[config.mk]
export PLATFORM = sky130hd
export DESIGN_NAME = interrupt_ack_sequencer_flat
export DESIGN_NICKNAME = d
export VERILOG_FILES = /design/src/rtl/interrupt_ack_sequencer_pkg.sv /design/src/rtl/interrupt_ack_sequencer_if.sv /design/src/rtl/interrupt_ack_sequencer_edge_detect.sv /design/src/rtl/interrupt_ack_sequencer.sv /design/src/flat_wrapper.sv
export SDC_FILE = /design/constraint.sdc
export NUM_CORES = 1
export LEC_CHECK = 0
export ABC_AREA = 1
export CELL_PAD_IN_SITES_DETAIL_PLACEMENT = 0
export CELL_PAD_IN_SITES_GLOBAL_PLACEMENT = 1
export CORE_MARGIN = 2
export CORE_UTILIZATION = 27
export CTS_CLUSTER_SIZE = 8
export DETAILED_ROUTE_END_ITERATION = 8
export HOLD_SLACK_MARGIN = 0.02
export PLACE_DENSITY = 0.85
export SLEW_MARGIN = 20
export SYNTH_ARGS = -nofsm -noshare
export SYNTH_HDL_FRONTEND = slang
export SYNTH_SLANG_ARGS = --single-unit
[constraint.sdc]
create_clock -name clock -period 1.19 [get_ports clock]
set_input_delay 0.357 -clock clock [delete_from_list [all_inputs] [get_ports clock]]
set_output_delay 0.357 -clock clock [all_outputs]
set_load 0.1 [all_outputs]
[src/rtl/interrupt_ack_sequencer_pkg.sv]
// Shared constants for the 8259A acknowledge path: control_state encoding and spurious level.
// The acknowledge data-bus module decodes the same CTL_* values.
package pic8259_pkg;

  localparam int unsigned LEVEL_W = 8;
  localparam int unsigned STATE_W = 3;

  localparam logic [STATE_W-1:0] CTL_READY = 3'd0;
  localparam logic [STATE_W-1:0] CTL_ACK1  = 3'd1;
  localparam logic [STATE_W-1:0] CTL_ACK2  = 3'd2;
  localparam logic [STATE_W-1:0] CTL_ACK3  = 3'd3;
  localparam logic [STATE_W-1:0] CTL_POLL  = 3'd4;

  localparam logic [LEVEL_W-1:0] SPURIOUS_LEVEL = 8'h80;

  typedef enum logic [STATE_W-1:0] {
    ST_READY = CTL_READY,
    ST_ACK1  = CTL_ACK1,
    ST_ACK2  = CTL_ACK2,
    ST_ACK3  = CTL_ACK3,
    ST_POLL  = CTL_POLL
  } ctl_state_t;

  // Level captured at the first INTA; an empty request reads back as IR7.
  function automatic logic [LEVEL_W-1:0] ack_level(input logic [LEVEL_W-1:0] req);
    return (req == '0) ? SPURIOUS_LEVEL : req;
  endfunction

endpackage

[src/rtl/interrupt_ack_sequencer_if.sv]
// Bundle of the sequencer's control inputs and ISR/data-bus facing outputs.
interface interrupt_ack_sequencer_if;
  import pic8259_pkg::*;

  logic                 interrupt_acknowledge_n;
  logic                 read;
  logic                 poll_command;
  logic                 icw1_write;
  logic                 u8086_or_mcs80_config;
  logic                 auto_eoi_config;
  logic [LEVEL_W-1:0]   highest_level_in_request;
  logic [STATE_W-1:0]   control_state;
  logic [LEVEL_W-1:0]   interrupt_when_ack1;
  logic                 freeze;
  logic [LEVEL_W-1:0]   latch_in_service;
  logic [LEVEL_W-1:0]   clear_in_service;
  logic                 end_of_sequence;

  modport master (
    output interrupt_acknowledge_n, read, poll_command, icw1_write,
           u8086_or_mcs80_config, auto_eoi_config, highest_level_in_request,
    input  control_state, interrupt_when_ack1, freeze, latch_in_service,
           clear_in_service, end_of_sequence
  );

  modport slave (
    input  interrupt_acknowledge_n, read, poll_command, icw1_write,
           u8086_or_mcs80_config, auto_eoi_config, highest_level_in_request,
    output control_state, interrupt_when_ack1, freeze, latch_in_service,
           clear_in_service, end_of_sequence
  );

endinterface

[src/rtl/interrupt_ack_sequencer_edge_detect.sv]
// Rise/fall pulses against a registered copy of the input (input is already synchronised).
module pic_edge_detect #(
  parameter logic RESET_VALUE = 1'b0
) (
  input  logic clock,
  input  logic reset,
  input  logic sig,
  output logic rise_c,
  output logic fall_c
);

  logic prev_q;

  always_ff @(posedge clock) begin
    if (reset) prev_q <= RESET_VALUE;
    else       prev_q <= sig;
  end

  assign rise_c = sig & ~prev_q;
  assign fall_c = ~sig & prev_q;

endmodule

[src/rtl/interrupt_ack_sequencer.sv]
// 8259A INTA / OCW3-poll sequencer driving control_state and ISR set/clear strobes.
// Optional ACK_TIMEOUT_EN: abort an acknowledge sequence stalled for TIMEOUT_CYCLES clocks.
module interrupt_ack_sequencer
  import pic8259_pkg::*;
#(
  parameter int unsigned TIMEOUT_CYCLES = 1024
) (
  input logic                 clock,
  input logic                 reset,
  interrupt_ack_sequencer_if.slave bus
);

  ctl_state_t state_q, state_d;
  logic inta_fall, inta_rise, read_fall, read_rise_unused;
  logic start_ack, complete, poll_done, timeout;
  logic in_ack;

  if (TIMEOUT_CYCLES < 2) begin : g_timeout_check
    $error("TIMEOUT_CYCLES must be at least 2");
  end

  pic_edge_detect #(.RESET_VALUE(1'b1)) u_inta_edge (
    .clock  (clock),
    .reset  (reset),
    .sig    (bus.interrupt_acknowledge_n),
    .rise_c (inta_rise),
    .fall_c (inta_fall)
  );

  pic_edge_detect #(.RESET_VALUE(1'b0)) u_read_edge (
    .clock  (clock),
    .reset  (reset),
    .sig    (bus.read),
    .rise_c (read_rise_unused),
    .fall_c (read_fall)
  );

  assign in_ack = (state_q == ST_ACK1) || (state_q == ST_ACK2) || (state_q == ST_ACK3);

`ifdef ACK_TIMEOUT_EN
  localparam int unsigned CNT_W = $clog2(TIMEOUT_CYCLES + 1);
  logic [CNT_W-1:0] cnt_q;

  // Counts stall time between INTA edges; any edge or leaving the ACK states restarts it.
  always_ff @(posedge clock) begin
    if (reset || bus.icw1_write)             cnt_q <= '0;
    else if (inta_fall || inta_rise || !in_ack) cnt_q <= '0;
    else                                     cnt_q <= cnt_q + CNT_W'(1);
  end

  assign timeout = in_ack && !inta_fall && !inta_rise &&
                   (cnt_q == CNT_W'(TIMEOUT_CYCLES - 1));
`else
  assign timeout = 1'b0;
`endif

  always_ff @(posedge clock) begin
    if (reset) state_q <= ST_READY;
    else       state_q <= state_d;
  end

  always_comb begin
    state_d   = state_q;
    start_ack = 1'b0;
    complete  = 1'b0;
    poll_done = 1'b0;
    unique case (state_q)
      ST_READY: begin
        if (inta_fall) begin
          state_d   = ST_ACK1;
          start_ack = 1'b1;
        end else if (bus.poll_command) begin
          state_d = ST_POLL;
        end
      end
      ST_ACK1: if (inta_fall) state_d = ST_ACK2;
      ST_ACK2: begin
        if (!bus.u8086_or_mcs80_config && inta_rise) begin
          state_d  = ST_READY;
          complete = 1'b1;
        end else if (bus.u8086_or_mcs80_config && inta_fall) begin
          state_d = ST_ACK3;
        end
      end
      ST_ACK3: begin
        if (inta_rise) begin
          state_d  = ST_READY;
          complete = 1'b1;
        end
      end
      ST_POLL: begin
        // A new INTA abandons the poll and starts a normal acknowledge.
        if (inta_fall) begin
          state_d   = ST_ACK1;
          start_ack = 1'b1;
        end else if (read_fall) begin
          state_d   = ST_READY;
          poll_done = 1'b1;
        end
      end
      default: state_d = ST_READY;
    endcase
    if (timeout) state_d = ST_READY;
    if (bus.icw1_write) begin
      state_d   = ST_READY;
      start_ack = 1'b0;
      complete  = 1'b0;
      poll_done = 1'b0;
    end
  end

  // Strobes default low every clock so each is a single-cycle pulse.
  always_ff @(posedge clock) begin
    if (reset || bus.icw1_write) begin
      bus.interrupt_when_ack1 <= '0;
      bus.freeze              <= 1'b0;
      bus.latch_in_service    <= '0;
      bus.clear_in_service    <= '0;
      bus.end_of_sequence     <= 1'b0;
    end else begin
      bus.latch_in_service <= '0;
      bus.clear_in_service <= '0;
      bus.end_of_sequence  <= 1'b0;
      if (start_ack) begin
        bus.interrupt_when_ack1 <= ack_level(bus.highest_level_in_request);
        bus.latch_in_service    <= ack_level(bus.highest_level_in_request);
        bus.freeze              <= 1'b1;
      end
      if (complete) begin
        bus.end_of_sequence <= 1'b1;
        bus.freeze          <= 1'b0;
        if (bus.auto_eoi_config) bus.clear_in_service <= bus.interrupt_when_ack1;
      end
      if (poll_done) begin
        bus.latch_in_service <= bus.highest_level_in_request;
        bus.end_of_sequence  <= 1'b1;
      end
      if (timeout) bus.freeze <= 1'b0;
    end
  end

  assign bus.control_state = state_q;

endmodule

[src/flat_wrapper.sv]
// flat-port wrapper written by rule: the top's interface ports become plain ports
module interrupt_ack_sequencer_flat import pic8259_pkg::*;
#(
  parameter int unsigned TIMEOUT_CYCLES = 1024
)
  (clock, reset, bus_interrupt_acknowledge_n, bus_read, bus_poll_command, bus_icw1_write, bus_u8086_or_mcs80_config, bus_auto_eoi_config, bus_highest_level_in_request, bus_control_state, bus_interrupt_when_ack1, bus_freeze, bus_latch_in_service, bus_clear_in_service, bus_end_of_sequence);
  interrupt_ack_sequencer_if bus_i ();
  input logic clock;
  input logic reset;
  input wire logic [$bits(bus_i.interrupt_acknowledge_n)-1:0] bus_interrupt_acknowledge_n;
  input wire logic [$bits(bus_i.read)-1:0] bus_read;
  input wire logic [$bits(bus_i.poll_command)-1:0] bus_poll_command;
  input wire logic [$bits(bus_i.icw1_write)-1:0] bus_icw1_write;
  input wire logic [$bits(bus_i.u8086_or_mcs80_config)-1:0] bus_u8086_or_mcs80_config;
  input wire logic [$bits(bus_i.auto_eoi_config)-1:0] bus_auto_eoi_config;
  input wire logic [$bits(bus_i.highest_level_in_request)-1:0] bus_highest_level_in_request;
  output wire logic [$bits(bus_i.control_state)-1:0] bus_control_state;
  output wire logic [$bits(bus_i.interrupt_when_ack1)-1:0] bus_interrupt_when_ack1;
  output wire logic [$bits(bus_i.freeze)-1:0] bus_freeze;
  output wire logic [$bits(bus_i.latch_in_service)-1:0] bus_latch_in_service;
  output wire logic [$bits(bus_i.clear_in_service)-1:0] bus_clear_in_service;
  output wire logic [$bits(bus_i.end_of_sequence)-1:0] bus_end_of_sequence;
  assign bus_i.interrupt_acknowledge_n = bus_interrupt_acknowledge_n;
  assign bus_i.read = bus_read;
  assign bus_i.poll_command = bus_poll_command;
  assign bus_i.icw1_write = bus_icw1_write;
  assign bus_i.u8086_or_mcs80_config = bus_u8086_or_mcs80_config;
  assign bus_i.auto_eoi_config = bus_auto_eoi_config;
  assign bus_i.highest_level_in_request = bus_highest_level_in_request;
  assign bus_control_state = bus_i.control_state;
  assign bus_interrupt_when_ack1 = bus_i.interrupt_when_ack1;
  assign bus_freeze = bus_i.freeze;
  assign bus_latch_in_service = bus_i.latch_in_service;
  assign bus_clear_in_service = bus_i.clear_in_service;
  assign bus_end_of_sequence = bus_i.end_of_sequence;
  interrupt_ack_sequencer #(.TIMEOUT_CYCLES(TIMEOUT_CYCLES)) u_core (.clock(clock), .reset(reset), .bus(bus_i));
endmodule
==> reports/metrics.cfg <==
[route]
vias=1217
drt_iter0_drc=64
wirelength_mm=3.391
first_pass_iters=4
via_per_inst=4.270
post-route-drc-count=0
postRouteAntennaNets=0
avgRoutedWirePerCell_um=11.90

[sta]
fin_ws_ns=-0.1055
hold_viol=0
rsz0062_at_grt=true
tns_ns=-0.8382
worstMarginPinSlew_ns=0.3179
period_share=1.089
layout_min_cycle_time_ns=1.295
slew_violations=0
fin_hold_ws_ns=0.3442
setup_viol=22
max_slew_margin=0.7865
fin_worst_skew_ns=0.005080
max_freq_ghz=0.7719

[clocking]
cts_hold_buf=0
clkSinkCount=31
h-tree-depth=2
clk_latency_ns=0.28
cts_tree=done
clockRootBuffer=clkbuf_8
clock_path_buffers=2
numCtsBuffers=5
cts.clk_slew.worst_paths_ns=0.06

[status]
outcome=finished, violations left
violations=setup timing

[worst_setup_path]
start_kind=register
path_cells=buf_6 -> buf_12
max_stage_delay_ns=0.39
end_kind=output pin
cp.required_ns=0.83
crit_fanout=5
crit_arrival_ns=0.94
critPathSlowestCell=dfxtp_4
crit_type=register to output pin

[power_and_ir_drop]
power.share.clock=0.300
p_sw_frac=0.3238
ir_drop_mv=0.7634
p_int_mw=1.988
leakage_nw=1.092
total_power_mw=2.939
p_switching_mw=0.9517
power.density_nw_per_um2=1144
power_frac_seq=0.384
p_comb_frac=0.316

[global_routing]
grt.overflow.total=0
grt_first_pass_wirelength_mm=5.637
grt_pass1_vias=1209
grt_max_degree=10
grtUsageTotal=0.1429
antenna_found_initial=0

[placement]
port_buffers=44
postPlaceCellArea_um2=2205
routabilityCongestion=0.8329
dp_hpwl_mm=2.437

[floorplan]
die_area_um2=4994
chipWidth_um=70.67
pin_count=45
fp.coreArea_um2=4324
rows=24
start_util=0.2775
die_y_um=70.67

[yosys]
synth_seq_cells=31
syn_inst=148
ys.flop_type=dfxtp_1
synth_fp_nets=164
synth_area_leaders=dfxtp_1 (52%), nor2_1 (9.1%), inv_1 (7.8%), nand2_1 (4.1%), a21oi_1 (3.8%)
yosys.area.top_type=dfxtp_1
synth_area_per_cell_um2=8.107
yosysMostFrequentCell=dfxtp_1
async_reset_ff_frac=0
synthTopCellsByCount=dfxtp_1 (31), nor2_1 (29), inv_1 (25)
ys_seq_area_frac=0.5172
syn_area_um2=1200
synth_edf_count=0
ys.warnings.count=0
yosys.area.top_type_share=0.5172
synth_cell_types=24

[min_path]
min_path_type=input port to register

[cells_and_area]
antenna_cells=0
drive_gt1_frac=0.6524
stdcell_area_um2=2569
area_growth_syn_to_layout_pct=114.1
finish.utilization=0.5940
finalNetCount=248
nFillCells=361

[run]
drv_cap=0

[cells by family after synthesis]
kind of cell           share of synthesized area
DFF                                       0.5172
buffers and inverters                     0.1043
AOI/OAI and AO/OA                         0.1001
and+or+nand+nor                           0.2784
[area by class of cell]
class                           instances  area, um^2  area share
Clock buffer                            8       100.1     0.03897
Inverter                               29       118.9     0.04627
Multi-Input combinational cell         86       585.6      0.2280
Sequential cell                        31       685.7      0.2669
Tap cell                               52       65.06     0.02533
Timing Repair Buffer                   79        1013      0.3945
[flip-flops by register name, indices dropped and copies added, names as in the netlist]
| name | count |
|---|---|
| u_core.bus.interrupt_when_ack1 | 8 |
| u_core.bus.clear_in_service | 8 |
| u_core.bus.control_state | 3 |
| u_core.u_inta_edge.prev_q | 1 |
| u_core.bus.latch_in_service | 8 |
| u_core.u_read_edge.prev_q | 1 |
| u_core.bus.freeze | 1 |
| u_core.bus.end_of_sequence | 1 |
[final timing paths]
path | depth (start not counted) | to | slack (ns) | startpoint
worst max register to register | 5 | u_core.bus.clear_in_service[5]$_SDFF_PP0_ | -0.07 | u_core.bus.control_state[1]$_SDFFE_PP0P_
worst min-delay path | 2 | u_core.u_inta_edge.prev_q$_SDFF_PP1_ | 0.34 | bus_interrupt_acknowledge_n
worst max-delay path | 2 | bus_control_state[1] | -0.11 | u_core.bus.control_state[1]$_SDFFE_PP0P_
worst min register to register | 2 | u_core.bus.clear_in_service[1]$_SDFF_PP0_ | 0.47 | u_core.bus.interrupt_when_ack1[1]$_SDFFE_PP0N_
[power by group through the flow]
stage / clock, mW / sequential, mW / combinational (mW)
2_1_floorplan: 0 / 1.40 / 0.229
3_3_place_gp: 0 / 1.16 / 0.798
3_5_place_dp: 0 / 1.16 / 0.801
4_1_cts: 0.908 / 1.13 / 0.866
5_1_grt: 0.963 / 1.13 / 0.980
6_report: 0.882 / 1.13 / 0.928
[per-stage QoR]
stage | setup WS [ns] | std cells
6_report | -0.1055 | 285
5_1_grt | -0.1458 | 285
4_1_cts | -0.1041 | 279
3_5_place_dp | -0.6128 | 262
3_3_place_gp | -0.5329 | 262
2_1_floorplan | -0.09277 | 148
[worst max-delay path: cells and delay by family (launching register included)]
kind / cells / cell delay (ns)
flops: 1 / 0.39
buf+inv: 2 / 0.27
[layout by cell type (no fill, tap or decap), types with 3 or more instances in the layout]
cell / n
buf_12: 30
buf_4: 29
nor2_1: 23
inv_1: 20
dfxtp_2: 19
dfxtp_4: 11
nand2_1: 9
nor2_2: 7
a21oi_2: 7
clkbuf_8: 7
clkdlybuf4s50_1: 7
inv_2: 6
dlygate4sd2_1: 6
o21ai_2: 5
nand4_1: 5
nand3_1: 5
buf_6: 5
nand2_2: 4
a21oi_1: 3
nand3_2: 3
o21ai_4: 3
[routing by layer]
layer	vias to the layer above	part of all wire	global-route usage
met5	-	0	0
met4	0	0.016	0.06289
li1	636	-	-
met1	545	0.45	0.1894
met2	31	0.49	0.2222
met3	5	0.046	0.03419
[what timing repair did]
action	in CTS	in global routing
endpoints found under the setup margin	35	40
pin swaps	14	8
buffers inserted	9	6
resized for setup	35	28
cloned	0	0
hold endpoints to repair	0	0
Power figures use the tool's default switching activity.
